**src/rtl/ml_stream_adapter.sv**
```systemverilog
// rtl/ml_stream_adapter.sv - packs stream beats into model vectors, tracks model latency, serializes results
module ml_stream_adapter #(
    parameter int IN_W      = 120,
    parameter int OUT_W     = 140,
    parameter int MODEL_LAT = 6,
    parameter int RES_DEPTH = 4
) (
    input  logic             clk,
    input  logic             resetn,
    input  logic [31:0]      s_tdata,
    input  logic             s_tvalid,
    output logic             s_tready,
    output logic [IN_W-1:0]  model_inp,
    input  logic [OUT_W-1:0] model_out,
    output logic [31:0]      m_tdata,
    output logic             m_tvalid,
    input  logic             m_tready,
    output logic             m_tlast,
    output logic [2:0]       inflight,
    output logic [15:0]      vec_count
);
    localparam int IN_BEATS  = (IN_W + 31) / 32;
    localparam int OUT_BEATS = (OUT_W + 31) / 32;
    localparam int PACK_W    = 32 * (IN_BEATS - 1);
    localparam int TAIL_W    = IN_W - PACK_W;
    localparam int PC_W      = $clog2(IN_BEATS);
    localparam int BC_W      = $clog2(OUT_BEATS);
    localparam int PTR_W     = $clog2(RES_DEPTH);
    localparam int CNT_W     = 3;
    localparam int SUM_W     = CNT_W + 1;
    localparam logic [PC_W-1:0]  LAST_IN  = PC_W'(IN_BEATS - 1);
    localparam logic [BC_W-1:0]  LAST_OUT = BC_W'(OUT_BEATS - 1);
    localparam logic [SUM_W-1:0] CREDITS  = SUM_W'(RES_DEPTH);

    logic [PC_W-1:0]      pack_cnt_q, pack_cnt_d;
    logic [PACK_W-1:0]    pack_q, pack_d;
    logic [IN_W-1:0]      model_inp_q, model_inp_d;
    logic [MODEL_LAT:0]   tok_q, tok_d;
    logic [CNT_W-1:0]     inflight_q, inflight_d;
    logic [CNT_W-1:0]     buf_occ_q, buf_occ_d;
    logic [PTR_W-1:0]     wr_ptr_q, wr_ptr_d, rd_ptr_q, rd_ptr_d;
    logic [BC_W-1:0]      beat_cnt_q, beat_cnt_d;
    logic [15:0]          vec_count_q, vec_count_d;
    logic                 s_tready_q, s_tready_d;
    logic [OUT_W-1:0]     mem_q [RES_DEPTH];
    logic [32*OUT_BEATS-1:0] head_pad;
    logic [SUM_W-1:0]     credit_sum;
    logic                 s_hs, issue, capture, m_hs, pop;

    // A token reaching the top of the shift register marks a stable model_out
    always_comb begin
        s_hs    = s_tvalid & s_tready_q;
        issue   = s_hs && (pack_cnt_q == LAST_IN);
        capture = tok_q[MODEL_LAT];
        m_hs    = m_tvalid & m_tready;
        pop     = m_hs && (beat_cnt_q == LAST_OUT);

        pack_cnt_d  = pack_cnt_q;
        pack_d      = pack_q;
        model_inp_d = model_inp_q;
        if (s_hs) begin
            if (issue) begin
                pack_cnt_d  = '0;
                model_inp_d = {s_tdata[TAIL_W-1:0], pack_q};
            end else begin
                pack_cnt_d = pack_cnt_q + PC_W'(1);
                pack_d[{pack_cnt_q, 5'd0} +: 32] = s_tdata;
            end
        end

        tok_d       = {tok_q[MODEL_LAT-1:0], issue};
        inflight_d  = inflight_q + CNT_W'(issue) - CNT_W'(capture);
        buf_occ_d   = buf_occ_q + CNT_W'(capture) - CNT_W'(pop);
        wr_ptr_d    = capture ? wr_ptr_q + PTR_W'(1) : wr_ptr_q;
        rd_ptr_d    = pop ? rd_ptr_q + PTR_W'(1) : rd_ptr_q;
        vec_count_d = pop ? vec_count_q + 16'd1 : vec_count_q;
        beat_cnt_d  = beat_cnt_q;
        if (m_hs) beat_cnt_d = pop ? '0 : beat_cnt_q + BC_W'(1);

        // Registered ready reflects the post-edge credit state, so a pop frees credit one cycle later
        credit_sum = {1'b0, inflight_d} + {1'b0, buf_occ_d};
        s_tready_d = (pack_cnt_d != LAST_IN) || (credit_sum < CREDITS);
    end

    always_ff @(posedge clk or negedge resetn) begin
        if (!resetn) begin
            pack_cnt_q  <= '0;
            pack_q      <= '0;
            model_inp_q <= '0;
            tok_q       <= '0;
            inflight_q  <= '0;
            buf_occ_q   <= '0;
            wr_ptr_q    <= '0;
            rd_ptr_q    <= '0;
            beat_cnt_q  <= '0;
            vec_count_q <= '0;
            s_tready_q  <= 1'b0;
        end else begin
            pack_cnt_q  <= pack_cnt_d;
            pack_q      <= pack_d;
            model_inp_q <= model_inp_d;
            tok_q       <= tok_d;
            inflight_q  <= inflight_d;
            buf_occ_q   <= buf_occ_d;
            wr_ptr_q    <= wr_ptr_d;
            rd_ptr_q    <= rd_ptr_d;
            beat_cnt_q  <= beat_cnt_d;
            vec_count_q <= vec_count_d;
            s_tready_q  <= s_tready_d;
        end
    end

    // Result storage needs no reset: occupancy alone decides what is valid
    always_ff @(posedge clk) begin
        if (capture) mem_q[wr_ptr_q] <= model_out;
    end

    always_comb begin
        head_pad = {{(32*OUT_BEATS-OUT_W){1'b0}}, mem_q[rd_ptr_q]};
        m_tvalid = (buf_occ_q != '0);
        m_tdata  = m_tvalid ? head_pad[{beat_cnt_q, 5'd0} +: 32] : 32'd0;
        m_tlast  = m_tvalid && (beat_cnt_q == LAST_OUT);
    end

    assign s_tready  = s_tready_q;
    assign model_inp = model_inp_q;
    assign inflight  = inflight_q;
    assign vec_count = vec_count_q;
endmodule

```
**config.mk**
```make
export PLATFORM = sky130hd
export DESIGN_NAME = ml_stream_adapter
export DESIGN_NICKNAME = d
export VERILOG_FILES = /design/src/rtl/ml_stream_adapter.sv
export SDC_FILE = /design/constraint.sdc
export NUM_CORES = 1
export LEC_CHECK = 0
export CAP_MARGIN = 15
export CORE_AREA = 5 5 224 248
export DETAILED_ROUTE_END_ITERATION = 12
export DIE_AREA = 0 0 229 253
export GPL_ROUTABILITY_DRIVEN = 0
export PLACE_DENSITY = 0.84
export SYNTH_ARGS = -nofsm -noshare
export SYNTH_HDL_FRONTEND = slang
export SYNTH_SLANG_ARGS = --single-unit
```
**constraint.sdc**
```tcl
create_clock -name clk -period 6.8 [get_ports clk]
set_clock_uncertainty 0.2 [all_clocks]
set_input_delay 1.36 -clock clk [delete_from_list [all_inputs] [get_ports clk]]
set_output_delay 1.36 -clock clk [all_outputs]
set_load 0.01 [all_outputs]
```
==> results.txt, run 1 <==
Run status: finished clean
Fin. Hold Viols: 0
Post-synthesis instance total: 1,738
Worst slew margin: 0.2517
Post-synthesis compound-gate area fraction: 0.02986
Worst min-delay path category: reg -> reg
CTS tree: yes
Core Util, Final: 0.7225
Number of synthesized flops with an enable pin: 560
Die Area: 57,940 sq um
Total power: 16,050 uW
TritonRoute pass-1 iters: 6
Synth top area share: 0.5366
WL/cell: 25.27 um
Setup TNS: 0 ns
Worst EP required: 5.24 ns
Seq cells post-synth: 815
Height of the chip: 253 um
Pwr dens: 420.0 nW/um^2
I/O Buffers: 349
DP HPWL: 43,500 um
Post-synthesis cell type count: 42
DIE WIDTH: 229 um
TritonCTS buffer count: 80
Post-synth top cells: 560 x edfxtp_1, 255 x dfrtp_1, 212 x nand2_1
Clk Latency, worst-skew pair: 0.61 ns
Drt total wl: 72,340 um
Post-Synth Adder-Cell Area: 0.008065
Flop pwr share: 0.418
Max_cap viols: 0
LEAKAGE: 0.01408 uW
Total number of vias: 17.11k
Post_cts resized: 0
Clock Power Share: 0.282
Mux cell area share after synthesis: 0.1593
Vias in the first global route: 17.94k
Via density: 5.977
Drt drc: 0
Max FO, Critical Path: 75
RSZ-0062 raised after global routing: no
Count leader, synth: edfxtp_1
NetSw: 4832 uW
Clock-pin slew on the worst setup and hold paths: 0.06 ns
Largest cells by area after synthesis: edfxtp_1 54%, dfrtp_1 20%, mux4_2 8.0%
Clk root buf: clkbuf_16
Final nets: 2,297
Logic pwr share: 0.301
Final period util: 0.8075
Initial DRC Count: 1,489
Max VDD drop: 0.2930 mV
Slowest Stage Delay on Critical Path: 1.16 ns
Starting Density: 0.5925
Final Setup Violations: 0
Simple-gate share of the synthesized area: 0.03701
Max-slew violations: 0
Syn avg cell area: 18.03 sq um
Row cnt: 89
Worst path slowest cell: dfrtp_4
Largest net degree at the start of global routing: 151
Tmin final: 5.491 ns
Setup Buffers After CTS: 0
Critical Path Sink Type: primary output
Ys async rst share: 0.3129
Maximum buffer depth of the clock tree: 3
Cell taking the most area after synthesis: edfxtp_1
Critical path arrival: 3.93 ns
Sw frac: 0.3011
Critical-path cell list: buf_4 -> mux4_2 -> mux2i_1 -> o22ai_1 -> clkdlybuf4s50_1
Area Overhead vs Synth: 21.94%
First-pass GRT wire length: 109,300 um
Worst setup SP type: flop
Internal power: 11,220 uW
Clock sinks: 815
Mapped Area: 31,340 sq um
Number of hold buffers added after cts: 0
Post-Synth XOR/XNOR Area: 0.006148
Crit Path Class: reg -> out
Global route overflow: 0
Worst slew pin tran: 1.122 ns
Core footprint: 52,890 sq um
Layout cell share with drive strength beyond 1: 0.1842
Primary FF master, synth: edfxtp_1
IO Pins: 350
Initial antenna violation count: 17
Main combinational cell family by area after synthesis: multiplexers
Antenna viol nets, final: 0
Sequential share of the synthesized area: 0.7402
Total GRT Usage: 0.2462
Htree depth: 3
Synthesis warning total: 0
Mapped Nets: 1,933
Achievable Freq: 182.1 MHz
[per-stage QoR]
stage / hold WS, ns / setup WS, ns / std cells / cell area (sq um)
after floorplan: 0.1312 / 2.258 / 1738 / 31340
after global placement: 0.1372 / 1.933 / 2698 / 35400
after detailed placement: 0.1363 / 1.957 / 2698 / 35400
after CTS: 0.1532 / 1.277 / 2844 / 38100
after global routing: 0.1632 / 1.153 / 2858 / 38200
final: 0.1520 / 1.309 / 2862 / 38210
[path summary, 6_finish.rpt]
check                      slack (ns)  depth (start not counted)                         to                       from
max                              1.31                          5                m_tdata[31]    rd_ptr_q[1]$_DFFE_PN0P_
min in group asynchronous        0.64                          1  model_inp[51]$_DFFE_PN0P_                     resetn
max reg2reg                      3.10                         12         s_tready$_DFF_PN0_  beat_cnt_q[0]$_DFFE_PN0P_
min                              0.15                          0         tok_q[6]$_DFF_PN0_         tok_q[5]$_DFF_PN0_
min reg2reg                      0.15                          0         tok_q[6]$_DFF_PN0_         tok_q[5]$_DFF_PN0_
max in group asynchronous        4.29                          2    rd_ptr_q[1]$_DFFE_PN0P_                     resetn
[flip-flops by register name, summed over array words and instances, names as in the netlist, 3 cells and up]
register,cells
model_inp,120
inflight,3
buf_occ_q,3
tok_q,7
pack_q,96
beat_cnt_q,3
mem_q,560
vec_count,16
[routing by layer]
metal  global-route usage  wire, um  share of wire
met1               0.3221     27170           0.38
met2               0.4128     37250           0.51
met3              0.05999      5570          0.077
met4              0.08438      2289          0.032
met5                    0        54        0.00075
[worst max-delay path: cells and delay by family (launching register included)]
| family | cells | cell delay, ns |
|---|---|---|
| flip-flops | 1 | 1.16 |
| buffers and inverters | 2 | 1.34 |
| multiplexers | 2 | 0.43 |
| AO/OA/AOI/OAI | 1 | 0.34 |
[cell type report]
| class | count | area, sq um |
|---|---|---|
| inverters | 24 | 92.59 |
| repair buffers | 374 | 3761 |
| multi-input cells | 807 | 7571 |
| clock buffers | 96 | 2145 |
| clock inverters | 50 | 551.8 |
| flip-flops and latches | 815 | 23200 |
| fillers | 3071 | 14680 |
| diodes | 14 | 35.03 |
| well taps | 682 | 853.3 |
[power by group through the flow]
| stage | logic, uW | registers [uW] | clock network (uW) |
|---|---|---|---|
| 2_1_floorplan | 2850 | 6650 | 0 |
| 3_3_place_gp | 4640 | 6730 | 0 |
| 3_5_place_dp | 4740 | 6790 | 0 |
| 4_1_cts | 4830 | 6710 | 4590 |
| 5_1_grt | 5160 | 6800 | 4810 |
| 6_report | 4820 | 6700 | 4520 |
[kinds of logic (layout without fill, tap and decap cells)]
family          Yosys count  after routing
flops                   815            815
mux                     337            337
simple gates            270            270
compound gates          159            159
buf+inv                 116            544
xor+xnor                 22             22
fa+ha+maj                19             19
other cells               0             14
[placed cells by master, fill, tap and decap left out, types with 6 or more instances in the layout]
master	synthesis	routed
edfxtp_1	560	560
clkdlybuf4s50_1	0	348
dfrtp_1	255	253
nand2_1	212	209
mux2_2	121	121
mux4_2	112	112
mux2i_1	100	100
o21ai_0	90	90
clkbuf_16	0	82
a22oi_1	24	24
inv_1	22	22
o22ai_1	20	20
nand3_1	21	20
buf_4	6	19
clkinv_2	0	17
ha_1	17	17
xnor2_1	16	16
clkinv_1	0	16
diode_2	0	14
o221ai_1	12	12
o21ai_1	11	11
bufinv_16	0	11
clkbuf_1	41	10
xor2_1	6	6
buf_12	1	6
Power figures use the tool's default switching activity.
==> inputs of run 2 (changes only) <==
CORE_AREA = 5 5 243 268   (was 5 5 224 248)
DIE_AREA = 0 0 248 273   (was 0 0 229 253)
PLACE_DENSITY = 0.76   (was 0.84)
clock period = 5 ns   (was 6.8 ns; I/O delays follow)
==> run 2 against run 1 <==
  * Global-route usage decreased by 4.4 points
  * Sequential power grew 33%
  * Register-to-register slack lost 1.6 ns
  * Worst hold slack got worse by 0.0041 ns
  * Via count is 2.7% lower
  * Routed wire length is 5.5% lower
  * Highest routed layer unchanged
==> results.txt, run 2 (synthesis gave the netlist of run 1 again) <==
Critical path buffers and inverters: 2 (unchanged)
Maximum buffer depth of the clock tree: 3 (unchanged)
Tmin final: 4.433 ns
Clock Power Share: 0.278 (-0.004)
LEAKAGE: 0.01405 uW (-0.19%)
Setup Buffers After CTS: 0 (unchanged)
Vias in the first global route: 17.35k (-3.3%)
Sequential cell area: 23,200 sq um (unchanged)
Drt total wl: 68,340 um (-5.5%)
Initial DRC Count: 1,035 (-30%)
Max-slew violations: 0 (unchanged)
Slowest Stage Delay on Critical Path: 0.77 ns (-0.39 ns)
Largest net degree at the start of global routing: 124 (-18%)
Worst path slowest cell: dfrtp_4
Worst slew margin: 0.2374 (-0.01435)
Layer with the highest usage: met2
Worst slew pin tran: 1.139 ns (+0.01654 ns)
Achievable Freq: 225.6 MHz
Critical path arrival: 3.23 ns (-0.70 ns)
Die Area: 67,700 sq um (+17%)
Crit path max-delay family: buffers and inverters
Via density: 5.532 (-7.4%)
I/O Buffers: 349 (unchanged)
Final Setup Violations: 0 (unchanged)
First-pass GRT wire length: 105,100 um (-3.9%)
GRT met3 Usage: 0.05419 (-0.005805)
Global route overflow: 0 (unchanged)
TritonRoute pass-1 iters: 5 (-1)
Met2 Use GR: 0.3345 (-0.07835)
Clk root buf: clkbuf_16
Clock-pin slew on the worst setup and hold paths: 0.06 ns (about the same)
Antenna viol nets, final: 0 (unchanged)
Area Overhead vs Synth: 22.49%
Post_cts resized: 0 (unchanged)
Pwr dens: 560.4 nW/um^2 (+33%)
Total GRT Usage: 0.2020 (-0.04422)
DP Area: 35,730 sq um (+0.92%)
Flop pwr share: 0.414 (-0.004)
Max reg flops: 560 (unchanged)
Height of the chip: 273 um (+7.9%)
Met1 Use GR: 0.2648 (-0.05735)
RSZ-0062 raised after global routing: no
Commonest non-fill, non-tap cell in the layout: edfxtp_1
Footprint of the multi-input gates: 7571 sq um (unchanged)
Total number of vias: 16.64k (-2.7%)
Biggest register: mem_q
Logic pwr share: 0.308 (+0.007)
IO Pins: 350 (unchanged)
TritonCTS buffer count: 80 (unchanged)
Worst EP required: 3.80 ns (-1.44 ns)
Internal power: 15,130 uW (+35%)
Sw frac: 0.2968 (-0.004256)
Starting Density: 0.5047 (-0.08782)
Initial antenna violation count: 22 (+5)
Critical-path cell list: buf_4 -> mux4_2 -> mux2i_1 -> o22ai_1 -> clkdlybuf4s50_1
Critical Path Sink Type: primary output
Setup TNS: 0 ns (unchanged)
Post-route cell area: 38,390 sq um (+0.45%)
Most frequent cells in the layout: 560 x edfxtp_1, 348 x clkdlybuf4s50_1, 253 x dfrtp_1
Worst setup SP type: flop
Final period util: 0.8866
WL/cell: 22.72 um (-10%)
Worst min-delay path category: reg -> reg
Fill cells: 4,345 (+41%)
Htree depth: 3 (unchanged)
Max VDD drop: 0.4827 mV (+65%)
DIE WIDTH: 248 um (+8.3%)
Number of hold buffers added after cts: 0 (unchanged)
CTS tree: yes
Fin. Hold Viols: 0 (unchanged)
DP HPWL: 43,300 um (-0.45%)
NetSw: 6385 uW (+32%)
Max FO, Critical Path: 36 (-52%)
Clk Latency, worst-skew pair: 0.62 ns (about the same)
Core footprint: 62,100 sq um (+17%)
Drt drc: 0 (unchanged)
Run status: finished clean
Final nets: 2,296 (-0.044%)
Layout cell share with drive strength beyond 1: 0.1824 (-0.001847)
Crit Path Class: reg -> out
Clock sinks: 815 (unchanged)
Row cnt: 96 (+7.9%)
Max_cap viols: 0 (unchanged)
run 2: final cells by class:
type,count,area share
multi-input combinational,807,0.1972
inverter,24,0.002412
timing repair buffer,373,0.09941
sequential,815,0.6045
clock inverter,42,0.01196
clock buffer,105,0.05675
antenna,9,0.0005867
tap,833,0.02715
run 2: stage by stage:
| stage | cells | worst slack (ns) | power (uW) | hold slack (ns) | utilization |
|---|---|---|---|---|---|
| after floorplan | 1738 | 0.4575 | 12920 | 0.1312 | - |
| after global placement | 2852 | 1.120 | 15540 | 0.1349 | 0.5753 |
| after detailed placement | 2852 | 1.150 | 15720 | 0.1373 | 0.5753 |
| after CTS | 2999 | 0.4947 | 21750 | 0.1505 | 0.6178 |
| after global routing | 3002 | 0.4061 | 22590 | 0.1523 | 0.6179 |
| final | 3008 | 0.5672 | 21510 | 0.1480 | 0.6182 |
run 2: worst reg2reg max path: cells and delay by family, from the launching register on:
kind                     cells  cell delay (ns)
adder cells (fa/ha/maj)      4             1.15
buffers and inverters        2             0.47
XOR/XNOR                     1             0.22
AND/OR/NAND/NOR              7             0.92
flip-flops                   1             0.48
run 2: power by group through the flow:
stage / clock [uW] / combinational (uW) / sequential [uW]
finish: 5980 / 6610 / 8910
global route: 6420 / 7140 / 9040
CTS: 6120 / 6720 / 8920
detailed placement: 0 / 6670 / 9050
global placement: 0 / 6560 / 8980
floorplan: 0 / 3870 / 9040
run 2: path summary, 6_finish.rpt:
check / end / slack, ns / start / cells past startpoint
min: tok_q[4]$_DFF_PN0_ / 0.15 / tok_q[3]$_DFF_PN0_ / 0
max in group asynchronous: model_inp[14]$_DFFE_PN0P_ / 3.29 / resetn / 2
max reg2reg: s_tready$_DFF_PN0_ / 1.49 / beat_cnt_q[0]$_DFFE_PN0P_ / 14
min in group asynchronous: pack_q[53]$_DFFE_PN0P_ / 0.25 / resetn / 1
max: m_tdata[25] / 0.57 / rd_ptr_q[1]$_DFFE_PN0P_ / 5
min reg2reg: tok_q[4]$_DFF_PN0_ / 0.15 / tok_q[3]$_DFF_PN0_ / 0
run 2: layer usage:
metal,wire (um),up-vias
li1,-,7420
met1,26680,8521
met2,34400,569
met3,5504,113
met4,1648,18
met5,110,-
